===== src/rtl/iob_fifo_ctrl_t2p.sv =====
// rtl/iob_fifo_ctrl_t2p.sv - FIFO controller driving an external true two-port RAM
// Optional sticky overflow/underflow flags: define IOB_FIFO_CTRL_T2P_ERR_EN.
module iob_fifo_ctrl_t2p #(
  parameter int DATA_W = 32,
  parameter int ADDR_W = 4
) (
  input  logic              clk_i,
  input  logic              rst_i,
`ifdef IOB_FIFO_CTRL_T2P_ERR_EN
  input  logic              err_clr_i,
  output logic              w_overflow_o,
  output logic              r_underflow_o,
`endif
  input  logic              w_en_i,
  input  logic [DATA_W-1:0] w_data_i,
  output logic              w_full_o,
  input  logic              r_en_i,
  output logic [DATA_W-1:0] r_data_o,
  output logic              r_valid_o,
  output logic              r_empty_o,
  output logic [ADDR_W:0]   level_o,
  output logic              ext_mem_w_en_o,
  output logic [ADDR_W-1:0] ext_mem_w_addr_o,
  output logic [DATA_W-1:0] ext_mem_w_data_o,
  output logic              ext_mem_r_en_o,
  output logic [ADDR_W-1:0] ext_mem_r_addr_o,
  input  logic [DATA_W-1:0] ext_mem_r_data_i
);

  localparam logic [ADDR_W:0] L_DEPTH = {1'b1, {ADDR_W{1'b0}}};
  localparam logic [ADDR_W:0] L_ONE   = {{ADDR_W{1'b0}}, 1'b1};

  logic [ADDR_W-1:0] r_wptr;
  logic [ADDR_W-1:0] r_rptr;
  logic [ADDR_W:0]   r_level;
  logic              r_empty;
  logic              r_full;
  logic              r_valid;

  logic              w_push_ok;
  logic              w_pop_ok;
  logic [ADDR_W:0]   w_level_nxt;

  // Acceptance looks only at registered flags, so a push into an empty FIFO
  // never bypasses to the read side in the same cycle.
  assign w_push_ok = w_en_i & ~r_full;
  assign w_pop_ok  = r_en_i & ~r_empty;

  always_comb begin
    w_level_nxt = r_level;
    case ({w_push_ok, w_pop_ok})
      2'b10:   w_level_nxt = r_level + L_ONE;
      2'b01:   w_level_nxt = r_level - L_ONE;
      default: w_level_nxt = r_level;
    endcase
  end

  always_ff @(posedge clk_i) begin
    if (rst_i) begin
      r_wptr  <= '0;
      r_rptr  <= '0;
      r_level <= '0;
      r_empty <= 1'b1;
      r_full  <= 1'b0;
      r_valid <= 1'b0;
    end else begin
      if (w_push_ok) r_wptr <= r_wptr + ADDR_W'(1);
      if (w_pop_ok)  r_rptr <= r_rptr + ADDR_W'(1);
      r_level <= w_level_nxt;
      r_empty <= (w_level_nxt == '0);
      r_full  <= (w_level_nxt == L_DEPTH);
      r_valid <= w_pop_ok;
    end
  end

  assign ext_mem_w_en_o   = w_push_ok;
  assign ext_mem_w_addr_o = r_wptr;
  assign ext_mem_w_data_o = w_data_i;
  assign ext_mem_r_en_o   = w_pop_ok;
  assign ext_mem_r_addr_o = r_rptr;

  // The RAM output register holds between reads, so data passes straight through.
  assign r_data_o  = ext_mem_r_data_i;
  assign r_valid_o = r_valid;
  assign r_empty_o = r_empty;
  assign w_full_o  = r_full;
  assign level_o   = r_level;

`ifdef IOB_FIFO_CTRL_T2P_ERR_EN
  logic r_overflow;
  logic r_underflow;
  logic w_ovf_set;
  logic w_udf_set;

  assign w_ovf_set = w_en_i & r_full & ~w_pop_ok;
  assign w_udf_set = r_en_i & r_empty;

  // A new error in the clearing cycle must not be lost, so set beats clear.
  always_ff @(posedge clk_i) begin
    if (rst_i) begin
      r_overflow  <= 1'b0;
      r_underflow <= 1'b0;
    end else begin
      if (w_ovf_set)      r_overflow <= 1'b1;
      else if (err_clr_i) r_overflow <= 1'b0;
      if (w_udf_set)      r_underflow <= 1'b1;
      else if (err_clr_i) r_underflow <= 1'b0;
    end
  end

  assign w_overflow_o  = r_overflow;
  assign r_underflow_o = r_underflow;
`endif

endmodule

===== config.mk =====
export PLATFORM = sky130hd
export DESIGN_NAME = iob_fifo_ctrl_t2p
export DESIGN_NICKNAME = d
export VERILOG_FILES = /design/src/rtl/iob_fifo_ctrl_t2p.sv
export SDC_FILE = /design/constraint.sdc
export NUM_CORES = 1
export LEC_CHECK = 0
export ABC_AREA = 1
export CORE_AREA = 2 2 59 61
export CTS_CLUSTER_DIAMETER = 50
export DETAILED_ROUTE_END_ITERATION = 7
export DIE_AREA = 0 0 61 63
export DONT_BUFFER_PORTS = 1
export GPL_TIMING_DRIVEN = 0
export PLACE_DENSITY = 0.64
export SLEW_MARGIN = 25
export SYNTH_ARGS = -nofsm -noshare
export SYNTH_HDL_FRONTEND = slang
export SYNTH_SLANG_ARGS = --single-unit

===== constraint.sdc =====
create_clock -name clk_i -period 2.1 [get_ports clk_i]
set_clock_uncertainty 0.05 [all_clocks]
set_input_delay 0.315 -clock clk_i [delete_from_list [all_inputs] [get_ports clk_i]]
set_output_delay 0.315 -clock clk_i [all_outputs]
set_load 0.02 [all_outputs]

; After elaboration in Yosys (flattened, before gate mapping)
; Cells that the tools add are included.
[word_totals]
out_inout_bits = 82
wordCells = 19
register_bits = 16
[op_classes]
n_reduce_logical = 1
n_eq_ne = 3
mux = 1
bitwise = 4
addsub = 4
[ops]
columns = operator, count
row1 = $pmux W5 S2, 1
row2 = $add A4 B1 Y4 const B, 2
row3 = $add A5 B1 Y5 const B, 1
row4 = $eq A5 B5 Y1 const B, 1
row5 = $logic_not A5 Y1, 1
row6 = $sub A5 B1 Y5 const B, 1
row7 = $and A1 B1 Y1, 2
row8 = $eq A2 B1 Y1 const B, 1
row9 = $eq A2 B2 Y1 const B, 1
row10 = $not A1 Y1, 2

; Longest topological paths before layout
; Gate-level depths: netlist (run 1).
[logic_depth]
word_depth = 5
depth_mapped = 17
mapped_depth_nobuf = 17

; Worst setup path after synthesis (run 1)
; OpenSTA, ideal clock, no wires.
[synth_timing]
path_kind = register to register
startpoint = register r_empty, in the netlist r_empty_o
endpoint = register r_empty, in the netlist r_empty_o
path_stages_with_launch = 11
synth_period_minus_slack_ns = 1.841
arrival_time_ns = 1.722
setup_ns = 0.068
setup_slack_ns = 0.259
required_time_ns = 1.982
path_buffers = 0
cell_sequence = dfxtp_1 > nor2_8 > nand3_1 > nand2_1 > inv_1 > ha_1 > o21ai_0 > nand2_1 > nor2_2 > nand3_2 > o21bai_2
[synth_between]
elab_chain_cells = 5
[synth_rtl]
columns = element, line_no
row1 = start: declaration, 36  ; logic r_empty;
row2 = start signal: assignment, 70  ; r_empty <= (w_level_nxt == '0);
row3 = $not A1 Y1 (*), 47  ; assign w_pop_ok = r_en_i & ~r_empty;
row4 = $and A1 B1 Y1 (*), 47
row5 = via ext_mem_r_en_o, 25  ; output logic ext_mem_r_en_o,
row6 = $eq A2 B1 Y1 / $eq A2 B2 Y1 (equally long branches), 51  ; case ({w_push_ok, w_pop_ok})
row7 = $pmux W5 S2 (*), 51
row8 = $logic_not A5 Y1 (*), 70
; The timed path passes the listed nets; every way through them passes the cells marked *.
; A chain may end at the register's enable or synchronous reset.

; Final worst setup path (run 1)
; Ends and elaborated chain as after synthesis.

==> flow_summary.yaml, run 1 <==
run_status:
  status: "finished clean"
route:
  drtPass1Iterations: 2
  wl_um: 2418
  vias: 1050
  wl_per_cell_um: 10.29
  drc_errors: 0
  vias_per_cell: 4.468
  postRouteAntennaNets: 0
  drt_iter0_drc: 8
pwr:
  combPwrFrac_pct: 42.1
  p_sw_uw: 477.1
  clockPowerShare_pct: 14.7
  seq_power_share_pct: 43.2
  power_uw: 1067
  swShare_pct: 44.71
  leakagePower_uw: 0.0007355
  internal_power_uw: 589.9
  irDropWorstVdd_uv: 355.0
  p_per_area_nw_per_um2: 736.4
logic_synthesis:
  ys_seq_elements: 16
  ys_warn_count: 0
  ys_seq_area_share_pct: 23.81
  ys.flop_type: "dfxtp_1"
  synth_area_sq_um: 1345
  syn_area_per_cell_sq_um: 7.270
  synth_edf_count: 0
  ys_async_sr_fraction_pct: 0
  ys_types: 23
  syn_nets: 257
  netlist_instances: 185
floorplan:
  dieWidth_um: 61
  start_util_pct: 41.62
  io_pins: 150
  core-area_sq_um: 3232
  row_count: 21
  die_area_sq_um: 3843
  die-height_um: 63
critical_path:
  cp-end-kind: "flip-flop"
  cp_data_required_time_ns: 2.26
  crit_type: "flip-flop to flip-flop"
  cp-startpoint: "r_empty_o$_SDFF_PP1_"
  crit_path_cell_trace: "nor2_8 -> nand2_4 -> nand2_1 -> nand2_1 -> inv_1 -> ha_1 -> o21ai_0 -> nand2_1 -> nor2_2 -> nand3_2 -> o21bai_2"
  arrival_ns: 2.07
  path_buf_inv: 1
  critPathMaxFanout: 6
  max_stage_delay_ns: 0.41
  cp_slowest_cell: "dfxtp_4"
  cp-start-kind: "flip-flop"
  reg2reg_slack_ns: 0.20
  crit_family: "simple AND/OR/NAND/NOR gates"
  r2r_start: "r_empty_o$_SDFF_PP1_"
  cpMostUsedCell: "nand2_1"
clock_tree:
  numCtsBuffers: 3
  cts_setup_buffers: 0
  clkLatencyLatePin_ns: 0.28
  h-tree-depth: 1
  clk_pin_slew_worst_paths_ns: 0.09
  cts_tree: "done"
  root_buffer: "clkbuf_4"
  clock_path_buffers: 2
  numClockSinks: 16
layout:
  fin_nets: 263
  antennaDiodeCount: 0
  fin_util_pct: 44.83
  drive_above_1_share_pct: 44.97
  area_delta_synth_final_pct: 7.721
timing:
  min_period_ns: 1.902
  setup_viol: 0
  whs_ns: 0.2074
  hold_viol: 0
  fin_crit_sh_pct: 90.57
  fin_ws_ns: 0.1980
  slew_violations: 0
  max_slew_margin_pct: 76.02
  fmax_ghz: 0.5258
  rsz0062_at_grt: "no"
  tightest_slew_ns: 0.3592
  final.setup.tns_ns: 0
place:
  dp_slack_ns: 0.06090
  dp_hpwl_um: 2049
  gp_congestion: 0.7062
  port_buffers: 0
grt:
  grt_pass1_vias: 789
  grt_max_degree: 11
  grt-ovfl-total: 0
  track_usage_pct: 10.80
  grt_pass1_wl_um: 3263
  antenna_found_initial: 0
run:
  max_cap_violations: 0
worst_hold_path:
  hold_path.class: "input pin to flip-flop"
  hold_start: "w_en_i"
-- worst paths after layout --
path | endpoint | depth (start not counted)
hold / removal | ext_mem_w_addr_o[1]$_SDFFE_PP0P_ | 2
hold reg to reg | ext_mem_w_addr_o[3]$_SDFFE_PP0P_ | 1
setup / recovery | r_empty_o$_SDFF_PP1_ | 11
setup reg to reg | r_empty_o$_SDFF_PP1_ | 11
-- Yosys cell counts, types with 3 or more instances --
master | count | area share (%)
nor2_1 | 12 | 3.3
a21oi_1 | 7 | 2.6
nand2_1 | 23 | 6.4
buf_4 | 64 | 36
nand3_1 | 10 | 3.7
inv_1 | 21 | 5.9
ha_1 | 4 | 3.7
dfxtp_1 | 16 | 24
o21ai_0 | 4 | 1.5
o21ai_1 | 3 | 1.1
nand3_2 | 3 | 2.2
nand2_2 | 5 | 2.3
-- flip-flops by register name (all words and copies together), names as in the netlist --
name,count
r_empty_o,1
w_full_o,1
ext_mem_r_addr_o,4
r_valid_o,1
level_o,5
ext_mem_w_addr_o,4
-- layout make-up --
cell class / instances / area [sq um]
plain buffers: 65 / 484.2
clock buffers: 3 / 22.52
fillers: 347 / 1783
inverters: 22 / 82.58
multi-input cells: 83 / 474.2
flip-flops and latches: 16 / 327.8
well taps: 46 / 57.56
-- layer usage --
layer,up-vias,track usage (%),part of all wire (%)
li1,517,-,-
met1,448,13.07,37
met2,80,17.74,49
met3,5,2.277,12
met4,0,4.891,1.4
met5,-,0,0
-- power by group through the flow --
stage | Sequential [uW] | Clock [uW] | Combinational [uW]
after global placement | 459 | 0 | 450
after floorplan | 445 | 0 | 406
after global routing | 469 | 177 | 496
final | 460 | 157 | 449
after CTS | 453 | 162 | 453
after detailed placement | 460 | 0 | 452
-- stage by stage --
| step | area (sq um) | cells |
|---|---|---|
| 6_report | 1449 | 235 |
| 2_1_floorplan | 1345 | 185 |
| 5_1_grt | 1449 | 235 |
| 3_5_place_dp | 1403 | 231 |
| 3_3_place_gp | 1403 | 231 |
| 4_1_cts | 1425 | 234 |
-- logic make-up after synthesis --
group	Yosys count	share of synthesized area (%)
xor gates and xnor gates	1	0.6513
DFF	16	23.81
adders and majority gates	4	3.721
AOI/OAI and AO/OA	16	6.697
and+or+nand+nor	61	22.98
buffers and inverters	87	42.14
-- repair_timing --
| action | 4_1_cts | 5_1_grt |
|---|---|---|
| resized for setup | 0 | 5 |
| setup endpoints to repair | 0 | 3 |
| hold buffers | 0 | 0 |
-- layout by cell type (no fill, tap or decap), types with 2 or more instances in the layout --
| cell | n |
|---|---|
| o21ai_1 | 3 |
| nor3_1 | 2 |
| nand3_2 | 3 |
| ha_1 | 4 |
| nand2_1 | 23 |
| nand3_1 | 10 |
| nor2_1 | 12 |
| nand2_2 | 4 |
| nor2_2 | 2 |
| clkbuf_4 | 3 |
| nand2_4 | 2 |
| dfxtp_1 | 14 |
| a21oi_1 | 7 |
| inv_1 | 21 |
| dfxtp_4 | 2 |
| o21ai_0 | 4 |
| buf_4 | 64 |
-- worst register-to-register path, stage by stage, from the launching register on --
cell and delay [ns]:
dfxtp_4 0.41, nor2_8 0.20, nand2_4 0.09, nand2_1 0.08
nand2_1 0.05, inv_1 0.07, ha_1 0.22, o21ai_0 0.23
nand2_1 0.11, nor2_2 0.12, nand3_2 0.10, o21bai_2 0.11
Note: power is estimated with default switching activity, not from simulation.
==> inputs of run 2 (changes only) <==
--- a/config.mk
+++ b/config.mk
@@ -6,13 +6,16 @@
 export NUM_CORES = 1
 export LEC_CHECK = 0
 export ABC_AREA = 1
-export CORE_AREA = 2 2 59 61
+export CELL_PAD_IN_SITES_DETAIL_PLACEMENT = 0
+export CELL_PAD_IN_SITES_GLOBAL_PLACEMENT = 1
+export CORE_UTILIZATION = 38
 export CTS_CLUSTER_DIAMETER = 50
 export DETAILED_ROUTE_END_ITERATION = 7
-export DIE_AREA = 0 0 61 63
 export DONT_BUFFER_PORTS = 1
 export GPL_TIMING_DRIVEN = 0
-export PLACE_DENSITY = 0.64
+export HOLD_SLACK_MARGIN = 0.08
+export MAX_ROUTING_LAYER = met4
+export PLACE_DENSITY = 0.84
 export SLEW_MARGIN = 25
 export SYNTH_ARGS = -nofsm -noshare
 export SYNTH_HDL_FRONTEND = slang
==> run 2 against run 1 <==
Via count up 2.1%; non-clock buffer count up 2; largest cell class unchanged; sequential share of layout area fell by 0.46 points; critical path depth down 1; global-route usage up 0.098 points; sequential power is essentially flat; routed wire length shrank 0.50%; die area fell by 1.6%; flip-flop and latch count did not move; cell count increased by 0.85%; register-to-register slack about the same; first-iteration DRC count rose by 63%.
==> flow_summary.yaml, run 2 (synthesis results as in run 1) <==
layout:
  final_cell_mix: "buf_4 (66), inv_1 (21), nand2_1 (21), dfxtp_1 (14), nor2_1 (11)"
  regArea_sq_um: 327.8
  fin_cells: 237
  fill_cells: 355
  multi_input_area_sq_um: 489.2
  drive_above_1_share_pct: 47.12
  area_delta_synth_final_pct: 9.954
  final_common_cell: "buf_4"
  antennaDiodeCount: 0
  largest_register_ffs: 5
  fin_nets: 265
grt:
  grt_pass1_wl_um: 3029
  antenna_found_initial: 0
  grt_pass1_vias: 728
  grt-ovfl-total: 0
  track_usage_pct: 10.90
  grt_max_degree: 11
critical_path:
  cp_data_required_time_ns: 2.27
  max_stage_delay_ns: 0.41
  cp-start-kind: "flip-flop"
  critPathMaxFanout: 6
  cp-end-kind: "flip-flop"
  reg2regPathDepth: 10
  cp_slowest_cell: "dfxtp_4"
  r2r_start: "r_empty_o$_SDFF_PP1_"
  crit_path_cell_trace: "nor2_8 -> nand3_1 -> nand2_1 -> inv_1 -> ha_1 -> o21ai_0 -> nand2_1 -> nor2_2 -> nand3_2 -> o21bai_2"
  cpMostUsedCell: "nand2_1"
  arrival_ns: 2.07
  r2r_end: "r_empty_o$_SDFF_PP1_"
  crit_type: "flip-flop to flip-flop"
  reg2reg_slack_ns: 0.20
  cp-startpoint: "r_empty_o$_SDFF_PP1_"
route:
  drtPass1Iterations: 2
  postRouteAntennaNets: 0
  vias_per_cell: 4.523
  wl_per_cell_um: 10.15
  vias: 1072
  drt_iter0_drc: 13
  wl_um: 2406
  drc_errors: 0
timing:
  fmax_ghz: 0.5270
  max_slew_margin_pct: 74.83
  hold_viol: 0
  whs_ns: 0.2211
  setup_viol: 0
  final.setup.tns_ns: 0
  fin_crit_sh_pct: 90.36
  slew_violations: 0
  min_period_ns: 1.898
  tightest_slew_ns: 0.3770
  fin_ws_ns: 0.2024
clock_tree:
  numClockSinks: 16
  clk_pin_slew_worst_paths_ns: 0.09
  h-tree-depth: 1
  clock_path_buffers: 2
  clkLatencyLatePin_ns: 0.28
  ctsHoldBuffers: 0
  numCtsBuffers: 3
  root_buffer: "clkbuf_4"
  cts_tree: "done"
place:
  dp_hpwl_um: 1918
  dp.cells: 231
  gp_congestion: 0.7962
  port_buffers: 0
  dp_slack_ns: 0.06646
floorplan:
  io_pins: 150
  core-area_sq_um: 3363
  die-height_um: 61.50
  start_util_pct: 39.99
  die_area_sq_um: 3782
  row_count: 21
  dieWidth_um: 61.50
pwr:
  p_sw_uw: 489.1
  leakagePower_uw: 0.0007432
  internal_power_uw: 598.7
  power_uw: 1088
  p_per_area_nw_per_um2: 735.6
  seq_power_share_pct: 42.3
  clockPowerShare_pct: 14.6
  combPwrFrac_pct: 43.1
  irDropWorstVdd_uv: 486.0
  swShare_pct: 44.96
worst_hold_path:
  min_to: "ext_mem_w_addr_o[1]$_SDFFE_PP0P_"
  min_path_cells: 2
  hold_start: "w_en_i"
  hold_path.class: "input pin to flip-flop"
run:
  max_cap_violations: 0
run_status:
  status: "finished clean"
==> run 2: layer usage <==
metal	up-vias	GRT usage, %	wire length (um)
met4	0	3.810	17
met2	76	17.97	1205
met3	2	2.101	275
met1	467	13.20	908
met5	-	-	0
li1	527	-	-
==> run 2: power by group through the flow <==
stage               logic [uW]  registers [uW]  clock network, uW
floorplan                  406             445                  0
CTS                        452             452                160
finish                     469             460                159
detailed placement         451             460                  0
global placement           450             460                  0
global route               524             469                169
==> run 2: worst max path at each step <==
stage                            to  depth (start not counted)
3_3_place_gp   r_empty_o$_SDFF_PP1_                         10
3_5_place_dp    w_full_o$_SDFF_PP0_                         16
2_1_floorplan  r_empty_o$_SDFF_PP1_                         10
5_1_grt        r_empty_o$_SDFF_PP1_                         14
4_1_cts         w_full_o$_SDFF_PP0_                         16
6_report       r_empty_o$_SDFF_PP1_                         10
==> run 2: cell type report <==
cell class	instances	area share [%]
inverters	22	5.584
repair buffers	2	1.015
flip-flops and latches	16	22.17
plain buffers	65	32.74
multi-input cells	83	33.08
clock buffers	3	1.523
well taps	46	3.892
==> run 2: through the flow <==
step / util (%) / instance area (sq um)
3_5_place_dp: 41.70 / 1403
3_3_place_gp: 41.70 / 1403
5_1_grt: 43.97 / 1479
6_report: 43.97 / 1479
4_1_cts: 42.37 / 1425
2_1_floorplan: - / 1345
==> run 2: what timing repair did <==
item / CTS / global route
endpoints found under the setup margin: 0 / 3
setup buffers: 0 / 2
resized for setup: 0 / 9
==> run 2: worst max-delay path, delay by kind of cell (launching register included) <==
family	cells	cell delay [ns]
and+or+nand+nor	6	0.74
adders and majority gates	1	0.26
DFF	1	0.41
AOI/OAI and AO/OA	2	0.33
buffers and inverters	1	0.05
